## src/rtl/imm_encoder.sv

```systemverilog
// imm_encoder
//   Two-stage valid/ready pipeline that builds a RISC-V instruction word
//   from a format selector, a 32-bit signed immediate and the register /
//   opcode fields. The immediate is scattered into the I/S/B/J bit positions.
//   Stage 1 holds the freshly encoded word. Stage 2 is the output register.
//
// Optional feature: define IMM_RANGE_CHECK_EN to enable the immediate
//   representability check. This drives out_err and the saturating
//   err_count. When the macro is undefined, out_err and err_count are tied to 0.
//
// Ports
//   clk, rst_n           clock, async active-low reset
//   in_valid / in_ready  input handshake
//   immsrc               format select: 00 I, 01 S, 10 B, 11 J
//   imm                  signed immediate (byte offset for B/J)
//   opcode, funct3, rd, rs1, rs2   instruction fields
//   out_valid / out_ready          output handshake
//   instr                encoded instruction word
//   out_err              immediate not representable (qualified by out_valid)
//   err_count            saturating count of errored words delivered
module imm_encoder #(
  parameter int ERR_W = 8
) (
  input  logic             clk,
  input  logic             rst_n,
  input  logic             in_valid,
  output logic             in_ready,
  input  logic [1:0]       immsrc,
  input  logic [31:0]      imm,
  input  logic [6:0]       opcode,
  input  logic [2:0]       funct3,
  input  logic [4:0]       rd,
  input  logic [4:0]       rs1,
  input  logic [4:0]       rs2,
  output logic             out_valid,
  input  logic             out_ready,
  output logic [31:0]      instr,
  output logic             out_err,
  output logic [ERR_W-1:0] err_count
);

  logic [31:0] enc_word;

  logic        s1_valid_q, s1_valid_d;
  logic [31:0] s1_instr_q, s1_instr_d;
  logic        s2_valid_q, s2_valid_d;
  logic [31:0] s2_instr_q, s2_instr_d;

  logic s2_free, in_fire, s1_to_s2, out_fire;

  // Field scatter. Fields that a format does not use are driven to zero.
  always_comb begin
    enc_word = '0;
    unique case (immsrc)
      2'b00: enc_word = {imm[11:0], rs1, funct3, rd, opcode};
      2'b01: enc_word = {imm[11:5], rs2, rs1, funct3, imm[4:0], opcode};
      2'b10: enc_word = {imm[12], imm[10:5], rs2, rs1, funct3,
                         imm[4:1], imm[11], opcode};
      2'b11: enc_word = {imm[20], imm[10:1], imm[11], imm[19:12], rd, opcode};
      default: enc_word = '0;
    endcase
  end

  // Stage 2 can take a word if it is empty or is draining this cycle.
  // in_ready depends on out_ready, but not on in_valid.
  assign s2_free  = !s2_valid_q || out_ready;
  assign in_ready = !s1_valid_q || s2_free;
  assign in_fire  = in_valid && in_ready;
  assign s1_to_s2 = s1_valid_q && s2_free;
  assign out_fire = s2_valid_q && out_ready;

  always_comb begin
    s1_valid_d = s1_valid_q;
    s1_instr_d = s1_instr_q;
    s2_valid_d = s2_valid_q;
    s2_instr_d = s2_instr_q;

    if (s1_to_s2) begin
      s2_valid_d = 1'b1;
      s2_instr_d = s1_instr_q;
    end else if (out_ready) begin
      s2_valid_d = 1'b0;
    end

    if (in_fire) begin
      s1_valid_d = 1'b1;
      s1_instr_d = enc_word;
    end else if (s1_to_s2) begin
      s1_valid_d = 1'b0;
    end
  end

  always_ff @(posedge clk or negedge rst_n) begin
    if (!rst_n) begin
      s1_valid_q <= 1'b0;
      s1_instr_q <= '0;
      s2_valid_q <= 1'b0;
      s2_instr_q <= '0;
    end else begin
      s1_valid_q <= s1_valid_d;
      s1_instr_q <= s1_instr_d;
      s2_valid_q <= s2_valid_d;
      s2_instr_q <= s2_instr_d;
    end
  end

  assign out_valid = s2_valid_q;
  assign instr     = s2_instr_q;

`ifdef IMM_RANGE_CHECK_EN
  logic             enc_err;
  logic             s1_err_q, s1_err_d;
  logic             s2_err_q, s2_err_d;
  logic [ERR_W-1:0] err_cnt_q, err_cnt_d;

  // The immediate fits if every bit above the top encodable bit matches the
  // sign bit. B and J immediates must also be even.
  always_comb begin
    enc_err = 1'b0;
    unique case (immsrc)
      2'b00, 2'b01: enc_err = (imm[31:11] != {21{imm[31]}});
      2'b10:        enc_err = (imm[31:12] != {20{imm[31]}}) || imm[0];
      2'b11:        enc_err = (imm[31:20] != {12{imm[31]}}) || imm[0];
      default:      enc_err = 1'b0;
    endcase
  end

  always_comb begin
    s1_err_d  = s1_err_q;
    s2_err_d  = s2_err_q;
    err_cnt_d = err_cnt_q;
    if (s1_to_s2) s2_err_d = s1_err_q;
    if (in_fire)  s1_err_d = enc_err;
    if (out_fire && s2_err_q && (err_cnt_q != {ERR_W{1'b1}}))
      err_cnt_d = err_cnt_q + 1'b1;
  end

  always_ff @(posedge clk or negedge rst_n) begin
    if (!rst_n) begin
      s1_err_q  <= 1'b0;
      s2_err_q  <= 1'b0;
      err_cnt_q <= '0;
    end else begin
      s1_err_q  <= s1_err_d;
      s2_err_q  <= s2_err_d;
      err_cnt_q <= err_cnt_d;
    end
  end

  assign out_err   = s2_err_q;
  assign err_count = err_cnt_q;
`else
  // Without the range check the upper immediate bits are never consumed.
  // In that build, out_fire has no consumer either.
  logic unused_imm_hi;
  assign unused_imm_hi = ^{imm[31:21], out_fire};
  assign out_err       = 1'b0;
  assign err_count     = '0;
`endif

endmodule
```

## config.mk

```make
export PLATFORM = sky130hd
export DESIGN_NAME = imm_encoder
export DESIGN_NICKNAME = d
export VERILOG_FILES = /design/src/rtl/imm_encoder.sv
export SDC_FILE = /design/constraint.sdc
export NUM_CORES = 1
export LEC_CHECK = 0
export BUFFER_PORTS_ARGS = -buffer_cell sky130_fd_sc_hd__buf_4
export CAP_MARGIN = 25
export CORE_UTILIZATION = 53
export CTS_BUF_LIST = sky130_fd_sc_hd__clkbuf_16
export DETAILED_ROUTE_END_ITERATION = 7
export MAX_ROUTING_LAYER = met4
export PLACE_DENSITY_LB_ADDON = 0.1
export SLEW_MARGIN = 30
export SYNTH_ARGS = -nofsm -noshare
export SYNTH_HDL_FRONTEND = slang
export SYNTH_SLANG_ARGS = --single-unit
export TNS_END_PERCENT = 10
```

## constraint.sdc

```tcl
create_clock -name clk -period 3.83 [get_ports clk]
set_clock_uncertainty 0.15 [all_clocks]
set_input_delay 0.766 -clock clk [delete_from_list [all_inputs] [get_ports clk]]
set_output_delay 0.766 -clock clk [all_outputs]
set_load 0.01 [all_outputs]
```

==> impl_metrics.env <==
export IMPL_cts_buffers=9
export IMPL_globalplace_congestion=0.749
export IMPL_required_ns=2.91
export IMPL_drt_iter0_markers=52
export IMPL_criticalPathCategory="in -> out"
export IMPL_yosysSeqAreaShare=0.573
export IMPL_die_height_um=75.7
export IMPL_finalMaxSlewViolations=0
export IMPL_drive_gt1_frac=0.514
export IMPL_synth_flop_cell="dfrtp_1"
export IMPL_hold_buffers=0
export IMPL_cts_sinks=66
export IMPL_via_count=1869
export IMPL_finish_utilization=0.723
export IMPL_antenna_left=0
export IMPL_cts_setup_buffers=0
export IMPL_swShare=0.258
export IMPL_reg2reg_depth=4
export IMPL_crit_arrival_ns=1.40
export IMPL_yosysWarningCount=0
export IMPL_setup_viol=0
export IMPL_core_area_um2=5170
export IMPL_fmax_mhz=431
export IMPL_dp_hpwl_mm=3.56
export IMPL_critPathSlowestCell="nand3b_4"
export IMPL_finalWirelength_mm=5.35
export IMPL_antenna_found_initial=0
export IMPL_layout_commonest_cell="buf_4"
export IMPL_drc=0
export IMPL_synth_edf_count=0
export IMPL_ys_async_sr_fraction=1.00
export IMPL_synth_area_um2=2880
export IMPL_final_cells=358
export IMPL_hold_path_class="reg -> reg"
export IMPL_power_density_nw_per_um2=560
export IMPL_holdPathStages=1
export IMPL_p_leak_nw=1.79
export IMPL_setup_ws_ns=1.51
export IMPL_initial_core_util=0.557
export IMPL_switching_power_mw=0.539
export IMPL_fin_nets=348
export IMPL_period_needed_ns=2.32
export IMPL_period_share=0.606
export IMPL_r2r_start="out_valid"
export IMPL_ys_ff_latch=66
export IMPL_min_from="s1_instr_q[4]"
export IMPL_clk_path_buf_depth=2
export IMPL_vias_per_cell=5.22
export IMPL_combPwrFrac=0.234
export IMPL_crit_path_end_kind="primary output"
export IMPL_grt_usage=0.213
export IMPL_place_ws_ns=1.20
export IMPL_portBuffers=85
export IMPL_boundaryPins=106
export IMPL_netlist_instances=201
export IMPL_die_x_um=75.7
export IMPL_avgSynthCellArea_um2=14.3
export IMPL_outcome="finished clean"
export IMPL_max_stage_delay_ns=0.29
export IMPL_rows=26
export IMPL_fillers=367
export IMPL_grt_ovfl_total=0
export IMPL_worstPathCellList="buf_4, nand3b_4, buf_4"
export IMPL_grt_pass1_wl_mm=8.45
export IMPL_cts_resized=0
export IMPL_cpMostUsedCell="buf_4"
export IMPL_slew_limit_headroom=0.475
export IMPL_maxCapViolations=0
export IMPL_critPathTopFamily="buffers and inverters"
export IMPL_hold_violations=0
export IMPL_mostFrequentLayoutCells="buf_4, dfrtp_1, mux2_2, a21oi_1, mux2i_1"
export IMPL_peakVddDrop_v=0.000337
export IMPL_worst_path_buf_inv=2
export IMPL_hold_end="instr[4]"
export IMPL_grt_max_degree=67
export IMPL_wire_per_inst_um=14.9
export IMPL_clk_pin_slew_ns=0.05
export IMPL_power_frac_seq=0.441
export IMPL_internal_power_mw=1.55
export IMPL_dieArea_um2=5740
export IMPL_reg2reg_to="instr[3]"
export IMPL_grt_pass1_vias=1797
export IMPL_place_inst=344
export IMPL_synth_cell_types=16
export IMPL_insertion_delay_ns=0.32
export IMPL_clockPowerShare=0.326
export IMPL_grt_setup_unrepaired="no"
export IMPL_tightest_slew_ns=0.788
export IMPL_cts_htree_levels=3
export IMPL_cts_tree="built"
export IMPL_area_growth_pct=29.7
export IMPL_drt_pass1_iter_count=4
export IMPL_cp_start_kind="input port"
export IMPL_antenna_cells=0
export IMPL_r2r_slack_ns=1.73
export IMPL_tns_ns=0
export IMPL_crit_fanout=19
export IMPL_cts_root_buf="clkbuf_16"
-- layout make-up --
class | instances | area, um^2 | area share
Multi-Input combinational cell | 122 | 1100 | 0.296
Tap cell | 70 | 87.6 | 0.0234
Sequential cell | 66 | 1650 | 0.442
Timing Repair Buffer | 86 | 646 | 0.173
Clock buffer | 9 | 225 | 0.0602
Clock inverter | 5 | 23.8 | 0.00636
-- worst max-delay path by stage --
stage                     slack (ns)       from  cells past startpoint        end
after detailed placement        1.20  out_ready                      5  instr[25]
after global placement          1.20  out_ready                      5  instr[30]
final                           1.51  out_ready                      3   in_ready
after CTS                       1.50  out_ready                      3   in_ready
after global routing            1.43  out_ready                      5  instr[31]
after floorplan                 1.68  out_ready                      2   in_ready
-- power groups by stage --
stage / Sequential, mW / Combinational, mW / Clock, mW
2_1_floorplan: 0.963 / 0.226 / 0
3_3_place_gp: 0.926 / 0.486 / 0
3_5_place_dp: 0.933 / 0.494 / 0
4_1_cts: 0.923 / 0.497 / 0.694
5_1_grt: 0.941 / 0.536 / 0.731
6_report: 0.922 / 0.489 / 0.681
-- synthesized netlist by cell type (2+ instances only) --
library cell  number  area, um^2
buf_2              4        20.0
buf_6              4        45.0
mux2_2            35         394
a21oi_1           33         165
nand2_1            2        7.51
mux2_4            13         195
dfrtp_1           66        1650
nand2b_1           3        18.8
mux2i_1           23         230
clkbuf_1           2        7.51
buf_4             11        82.6
-- kinds of logic (layout without fill, tap and decap cells) --
family	after synthesis	count (layout)	synth area share
DFF	66	66	0.573
other	1	9	0.00130
and+or+nand+nor	8	8	0.0204
AOI/OAI and AO/OA	33	33	0.0573
xor gates and xnor gates	1	1	0.00955
buffers and inverters	21	100	0.0538
muxes	71	71	0.284
-- registers in the layout (all words and copies together) (netlist names) --
name,cells
instr,32
s1_instr_q,32
out_valid,1
s1_valid_q,1
-- routing by layer --
layer | wire length (um) | vias up | GRT usage
met3 | 332 | 10 | 0.0701
met1 | 2300 | 932 | 0.256
met2 | 2630 | 64 | 0.331
li1 | - | 863 | -
met4 | 80 | 0 | 0.0864
met5 | 0 | - | -
-- worst register-to-register path, stage by stage (launching register included) --
cell and delay, ns:
dfrtp_1 0.41, nand2b_1 0.10, nand2_1 0.58, buf_4 0.37
mux2_2 0.37
-- stage by stage --
step                area (um^2)  hold slack, ns  total power [mW]
floorplan                  2910           0.320              1.19
global placement           3490           0.333              1.41
detailed placement         3490           0.343              1.43
CTS                        3740           0.354              2.11
global route               3740           0.364              2.21
finish                     3740           0.351              2.09
No activity file was read; power rests on OpenSTA's default activity.
